--- config.mk ---
export PLATFORM = sky130hd
export DESIGN_NAME = controle_venda
export DESIGN_NICKNAME = d
export VERILOG_FILES = /design/src/rtl/maquina_pkg.sv /design/src/rtl/contador_timeout.sv /design/src/rtl/controle_venda.sv
export SDC_FILE = /design/constraint.sdc
export NUM_CORES = 1
export LEC_CHECK = 0
export BUFFER_PORTS_ARGS = -buffer_cell sky130_fd_sc_hd__buf_2
export CELL_PAD_IN_SITES_DETAIL_PLACEMENT = 2
export CELL_PAD_IN_SITES_GLOBAL_PLACEMENT = 2
export CORE_UTILIZATION = 36
export CTS_CLUSTER_DIAMETER = 100
export DETAILED_ROUTE_END_ITERATION = 6
export PLACE_DENSITY = 0.88
export REMOVE_ABC_BUFFERS = 1
export SYNTH_ARGS = -nofsm -noshare
export SYNTH_HDL_FRONTEND = slang
export SYNTH_HIERARCHICAL = 1
export SYNTH_SLANG_ARGS = --single-unit
--- constraint.sdc ---
create_clock -name i_clk -period 5.57 [get_ports i_clk]
set_input_delay 1.114 -clock i_clk [delete_from_list [all_inputs] [get_ports i_clk]]
set_output_delay 1.114 -clock i_clk [all_outputs]
set_load 0.05 [all_outputs]
--- src/rtl/maquina_pkg.sv ---
// Shared constants for the vending transaction controller: state
// encodings, default datapath width and slot address width.
package maquina_pkg;

  localparam int CW_DEF = 8;
  localparam int ADDR_W = 4;

  localparam logic [2:0] ST_IDLE     = 3'd0;
  localparam logic [2:0] ST_LOOKUP   = 3'd1;
  localparam logic [2:0] ST_COLLECT  = 3'd2;
  localparam logic [2:0] ST_DISPENSE = 3'd3;
  localparam logic [2:0] ST_CHANGE   = 3'd4;
  localparam logic [2:0] ST_REFUND   = 3'd5;
  localparam logic [2:0] ST_FAULT    = 3'd6;

endpackage

--- src/rtl/contador_timeout.sv ---
// Cycle counter with synchronous load-to-zero and a terminal-count flag.
// o_tc is raised on the N-th consecutive enabled cycle after a load, so a
// caller that acts on o_tc spends exactly N cycles waiting.
module contador_timeout #(
  parameter int N = 1000
) (
  input  logic i_clk,
  input  logic i_rst_n,
  input  logic i_load,
  input  logic i_enable,
  output logic o_tc
);

  localparam int W = (N > 1) ? $clog2(N) : 1;
  localparam logic [W-1:0] LAST = W'(N - 1);

  logic [W-1:0] r_count;

  // Count enabled cycles since the last load, holding at the last value.
  always_ff @(posedge i_clk or negedge i_rst_n) begin
    if (!i_rst_n) begin
      r_count <= '0;
    end else if (i_load) begin
      r_count <= '0;
    end else if (i_enable && (r_count != LAST)) begin
      r_count <= r_count + 1'b1;
    end
  end

  assign o_tc = i_enable && !i_load && (r_count == LAST);

endmodule

--- src/rtl/controle_venda.sv ---
// Vending transaction sequencer: takes the latched keypad selection, looks
// up its price, collects coin credit, runs the dispense motor and returns
// change or a refund, then pulses ok to release the keypad controller.
module controle_venda
  import maquina_pkg::*;
#(
  parameter int CW          = CW_DEF,
  parameter int TIMEOUT_CYC = 1000,
  parameter int MOTOR_CYC   = 500
) (
  input  logic                i_clk,
  input  logic                i_rst_n,
  input  logic                i_sel_valid,
  input  logic [1:0]          i_sel_linha,
  input  logic [1:0]          i_sel_coluna,
  input  logic                i_coin_valid,
  input  logic [CW-1:0]       i_coin_value,
  input  logic                i_cancel,
  input  logic                i_motor_done,
  output logic [ADDR_W-1:0]   o_price_addr,
  input  logic [CW-1:0]       i_price_data,
  output logic                o_motor_en,
  output logic [ADDR_W-1:0]   o_motor_addr,
  output logic                o_change_valid,
  output logic [CW-1:0]       o_change_amount,
  output logic [CW-1:0]       o_credit,
  output logic                o_ok,
  output logic                o_coin_reject,
  output logic                o_fault,
  output logic                o_busy
);

  logic [2:0]        r_state;
  logic [ADDR_W-1:0] r_addr;
  logic [ADDR_W-1:0] r_price_addr;
  logic [ADDR_W-1:0] r_motor_addr;
  logic [CW-1:0]     r_price;
  logic [CW-1:0]     r_credit;
  logic [CW-1:0]     r_change_amount;
  logic              r_change_valid;
  logic              r_motor_en;
  logic              r_ok;
  logic              r_coin_reject;
  logic              r_fault;
  logic              r_busy;

  logic [2:0]        w_state_nxt;
  logic [CW:0]       w_coin_sum;
  logic [CW:0]       w_fault_sum;
  logic [CW-1:0]     w_fault_amt;
  logic [CW-1:0]     w_credit_acc;
  logic              w_coin_state;
  logic              w_coin_ok;
  logic              w_collect_tc;
  logic              w_motor_tc;

  // A coin is taken only if it fits without clipping; otherwise the whole
  // coin goes back and credit is left alone.
  assign w_coin_state = (r_state == ST_IDLE) || (r_state == ST_COLLECT);
  assign w_coin_sum   = {1'b0, r_credit} + {1'b0, i_coin_value};
  assign w_coin_ok    = i_coin_valid && w_coin_state && !w_coin_sum[CW];
  assign w_credit_acc = w_coin_ok ? w_coin_sum[CW-1:0] : r_credit;

  // On a motor fault the customer is owed what was left plus what was charged.
  assign w_fault_sum  = {1'b0, r_credit} + {1'b0, r_price};
  assign w_fault_amt  = w_fault_sum[CW] ? {CW{1'b1}} : w_fault_sum[CW-1:0];

  // Inactivity timer: cleared outside COLLECT and by every accepted coin.
  contador_timeout #(.N(TIMEOUT_CYC)) u_collect_timer (
    .i_clk    (i_clk),
    .i_rst_n  (i_rst_n),
    .i_load   ((r_state != ST_COLLECT) || w_coin_ok),
    .i_enable (r_state == ST_COLLECT),
    .o_tc     (w_collect_tc)
  );

  // Motor watchdog: runs only while the motor is being driven.
  contador_timeout #(.N(MOTOR_CYC)) u_motor_timer (
    .i_clk    (i_clk),
    .i_rst_n  (i_rst_n),
    .i_load   (r_state != ST_DISPENSE),
    .i_enable (r_state == ST_DISPENSE),
    .o_tc     (w_motor_tc)
  );

  // Transaction state sequencing.
  always_comb begin
    w_state_nxt = r_state;
    case (r_state)
      ST_IDLE: begin
        if (i_sel_valid)                         w_state_nxt = ST_LOOKUP;
        else if (i_cancel && (r_credit != '0))   w_state_nxt = ST_REFUND;
      end
      ST_LOOKUP:   w_state_nxt = ST_COLLECT;
      ST_COLLECT: begin
        if (i_cancel)                            w_state_nxt = ST_REFUND;
        else if (r_credit >= r_price)            w_state_nxt = ST_DISPENSE;
        else if (w_collect_tc)                   w_state_nxt = ST_REFUND;
      end
      ST_DISPENSE: begin
        if (i_motor_done)                        w_state_nxt = ST_CHANGE;
        else if (w_motor_tc)                     w_state_nxt = ST_FAULT;
      end
      ST_CHANGE:   w_state_nxt = ST_IDLE;
      ST_REFUND:   w_state_nxt = ST_IDLE;
      ST_FAULT:    w_state_nxt = ST_FAULT;
      default:     w_state_nxt = ST_IDLE;
    endcase
  end

  // Registered datapath and outputs, updated on each state transition.
  always_ff @(posedge i_clk or negedge i_rst_n) begin
    if (!i_rst_n) begin
      r_state         <= ST_IDLE;
      r_addr          <= '0;
      r_price_addr    <= '0;
      r_motor_addr    <= '0;
      r_price         <= '0;
      r_credit        <= '0;
      r_change_amount <= '0;
      r_change_valid  <= 1'b0;
      r_motor_en      <= 1'b0;
      r_ok            <= 1'b0;
      r_coin_reject   <= 1'b0;
      r_fault         <= 1'b0;
      r_busy          <= 1'b0;
    end else begin
      r_state        <= w_state_nxt;
      r_busy         <= (w_state_nxt != ST_IDLE);
      r_ok           <= 1'b0;
      r_change_valid <= 1'b0;
      r_coin_reject  <= i_coin_valid && !w_coin_ok;
      r_credit       <= w_credit_acc;

      if ((r_state == ST_IDLE) && i_sel_valid) begin
        r_addr       <= {i_sel_linha, i_sel_coluna};
        r_price_addr <= {i_sel_linha, i_sel_coluna};
      end

      if (r_state == ST_LOOKUP) begin
        r_price <= i_price_data;
      end

      if ((r_state == ST_COLLECT) && (w_state_nxt == ST_DISPENSE)) begin
        r_credit     <= w_credit_acc - r_price;
        r_motor_en   <= 1'b1;
        r_motor_addr <= r_addr;
      end

      if (w_state_nxt == ST_CHANGE) begin
        r_motor_en      <= 1'b0;
        r_ok            <= 1'b1;
        r_change_valid  <= (r_credit != '0);
        r_change_amount <= r_credit;
        r_credit        <= '0;
      end

      if (w_state_nxt == ST_REFUND) begin
        r_ok            <= 1'b1;
        r_change_valid  <= (w_credit_acc != '0);
        r_change_amount <= w_credit_acc;
        r_credit        <= '0;
      end

      if ((r_state == ST_DISPENSE) && (w_state_nxt == ST_FAULT)) begin
        r_motor_en      <= 1'b0;
        r_fault         <= 1'b1;
        r_change_valid  <= 1'b1;
        r_change_amount <= w_fault_amt;
        r_credit        <= '0;
      end
    end
  end

  assign o_price_addr    = r_price_addr;
  assign o_motor_en      = r_motor_en;
  assign o_motor_addr    = r_motor_addr;
  assign o_change_valid  = r_change_valid;
  assign o_change_amount = r_change_amount;
  assign o_credit        = r_credit;
  assign o_ok            = r_ok;
  assign o_coin_reject   = r_coin_reject;
  assign o_fault         = r_fault;
  assign o_busy          = r_busy;

endmodule

==> qor.yml <==
syn_avg_cell_area_um2: 9.24
coreArea_um2: 11400
yosysTopAreaCellShare: 0.356
num_antenna_cells: 0
place.gp.congestion: 0.817
port_buffers: 55
finalClockSkew_ns: 0.00988
arrival_ns: 5.07
grt_max_degree: 61
holdBufCountCts: 0
clk_latency_ns: 0.33
clockBufferDepth: 2
firstDrtPassIters: 4
cp-end-kind: "flip-flop"
relSlewSlack: 0.417
achievable-frequency_mhz: 205
grt_pass1_vias: 4349
cts_buffers: 9
fp.dieArea_um2: 12200
dpl_cell_area_um2: 4660
grt_pass1_wl_um: 23800
ys_ff_latch: 60
cts_tree: "yes"
fin_setup_tns_ns: 0
overflow: 0
most-common-layout-cells: "60 x dfrtp_1, 55 x buf_2, 39 x nor2_1"
syn_area_um2: 4220
ys_seq_area_frac: 0.356
synth.top_cells.by_area: "dfrtp_1 36%, ha_1 9.8%, mux2_2 4.0%, a21oi_1 3.6%, nor2_1 3.5%"
synth_top_area_cell: "dfrtp_1"
post_cts_buffers: 0
initial_core_util: 0.370
leakagePower_uw: 0.00221
wl_per_cell_um: 22.9
fin_crit_sh: 0.875
total_power_uw: 3640
ant_nets: 0
cts-root-buf: "clkbuf_16"
die_x_um: 110
power_density_nw_per_um2: 735
num_vias: 3885
antenna_found_initial: 0
period_needed_ns: 4.88
layout_commonest_cell: "dfrtp_1"
dp_hpwl_um: 10900
critical_path_class: "in -> reg"
row_count: 39
tightest_slew_ns: 0.875
worstSetupStartpointType: "input pin"
cts_resized: 0
ys_warn_count: 6
numClockSinks: 60
drc_errors: 0
cts_max_level: 3
viasPerCell: 5.87
synth_edf_count: 0
final_nets: 578
worstPathRequired_ns: 5.77
clkTransAtPathRegs_ns: 0.06
fp.dieH_um: 110
drv_cap: 0
async_flop_share: 1.00
crit_path_max_fanout: 19
syn_inst: 457
setup_viol_count_final: 0
vdd.ir_drop.worst_uv: 295
hold_path.class: "reg -> reg"
synth_cell_type_count: 68
routed_wl_um: 15100
grt_use_total: 0.265
finalHoldViolCount: 0
slew_violations: 0
area_growth_pct: 17.2
drt_iter0_markers: 149
final_area_um2: 4950
synth_top_flop_cell: "dfrtp_1"
drive_gt1_frac: 0.202
grt_setup_unrepaired: "false"
ioPinCount: 56
status: "completed"
## metrics by stage
step / hold WS, ns / utilization / instances / setup slack (ns)
after global routing: 0.501 / 0.433 / 662 / 0.450
after CTS: 0.489 / 0.433 / 662 / 0.687
final: 0.481 / 0.433 / 662 / 0.694
after detailed placement: 0.476 / 0.408 / 648 / 0.506
after floorplan: 0.519 / - / 443 / 1.02
after global placement: 0.451 / 0.408 / 648 / 0.590
## cell type report
| cell class | instances | area [um^2] |
|---|---|---|
| clock buffer | 12 | 256 |
| clock inverter | 2 | 35.0 |
| fill | 1263 | 6470 |
| inverter | 33 | 124 |
| multi-input combinational | 350 | 2520 |
| sequential | 60 | 1500 |
| tap | 143 | 179 |
| timing repair buffer | 62 | 328 |
## critical path: stages
cell and delay, ns:
buf_2 0.08, ha_1 0.18, inv_1 0.07, fa_1 0.41
nor2b_1 0.18, o2111a_1 0.27, nor2_1 0.10, a31o_2 0.35
nand2b_1 0.24, nor4b_2 0.34, inv_1 0.08, a311oi_1 0.35
o41ai_1 0.19, o21a_1 0.45, and3_1 0.31, nor3_1 0.34
## registers in the layout, summed over array words and instances (netlist names)
register                 cells
o_busy                       1
o_change_amount              8
o_change_valid               1
o_coin_reject                1
o_credit                     8
o_fault                      1
o_motor_addr                 4
o_motor_en                   1
o_ok                         1
o_price_addr                 4
r_price                      8
r_state                      3
u_collect_timer/r_count     10
u_motor_timer/r_count        9
## cells in the mapped netlist (3+ instances only)
library cell and count:
nand3b_1 3, o31ai_1 10, a21oi_1 30, o21ai_0 24
or3_1 8, nand4_2 3, mux2i_1 6, and2_0 3
fa_1 3, ha_1 33, nor3b_1 4, dfrtp_1 60
nand2_1 29, nor4_1 4, mux2_2 15, o32a_1 3
nor3_1 13, and3_1 7, or4_1 8, xor2_1 3
o21a_1 9, nor2_1 39, xnor2_1 10, nand2b_1 9
clkbuf_1 3, a31oi_1 3, nand4_1 4, o41ai_1 3
a211oi_1 9, inv_1 33, nor2b_1 7, nand3_1 10
buf_2 6
## kinds of logic after synthesis
kind of cell,Yosys count,share of synthesized area
buffers and inverters,47,0.0465
adders and majority gates,36,0.112
xor gates and xnor gates,13,0.0270
DFF,60,0.356
AOI/OAI and AO/OA,113,0.180
muxes,23,0.0614
and+or+nand+nor,165,0.217
## worst paths after layout
check | to | cells past startpoint | startpoint | slack [ns]
setup / recovery | o_credit[7]$_DFF_PN0_ | 16 | i_coin_value[0] | 0.69
hold / removal | o_fault$_DFFE_PN0P_ | 1 | o_fault$_DFFE_PN0P_ | 0.48
setup reg to reg | o_credit[7]$_DFF_PN0_ | 16 | o_credit[0]$_DFF_PN0_ | 1.04
hold reg to reg | o_fault$_DFFE_PN0P_ | 1 | o_fault$_DFFE_PN0P_ | 0.48
max in group asynchronous | r_price[0]$_DFFE_PN0P_ | 2 | i_rst_n | 4.06
min in group asynchronous | o_credit[7]$_DFF_PN0_ | 2 | i_rst_n | 0.96
## metal layers
metal / vias to the layer above / GRT usage / routed length [um]
met2: 93 / 0.469 / 7730
li1: 1785 / - / -
met3: 36 / 0.0529 / 531
met4: 0 / 0.112 / 475
met1: 1971 / 0.309 / 6410
met5: - / 0 / 0
## power breakdown
group | switching (uW) | internal (uW)
Combinational | 1530 | 799
Clock | 194 | 365
Sequential | 164 | 588
Total | 1880 | 1750
No activity file was read; power rests on OpenSTA's default activity.
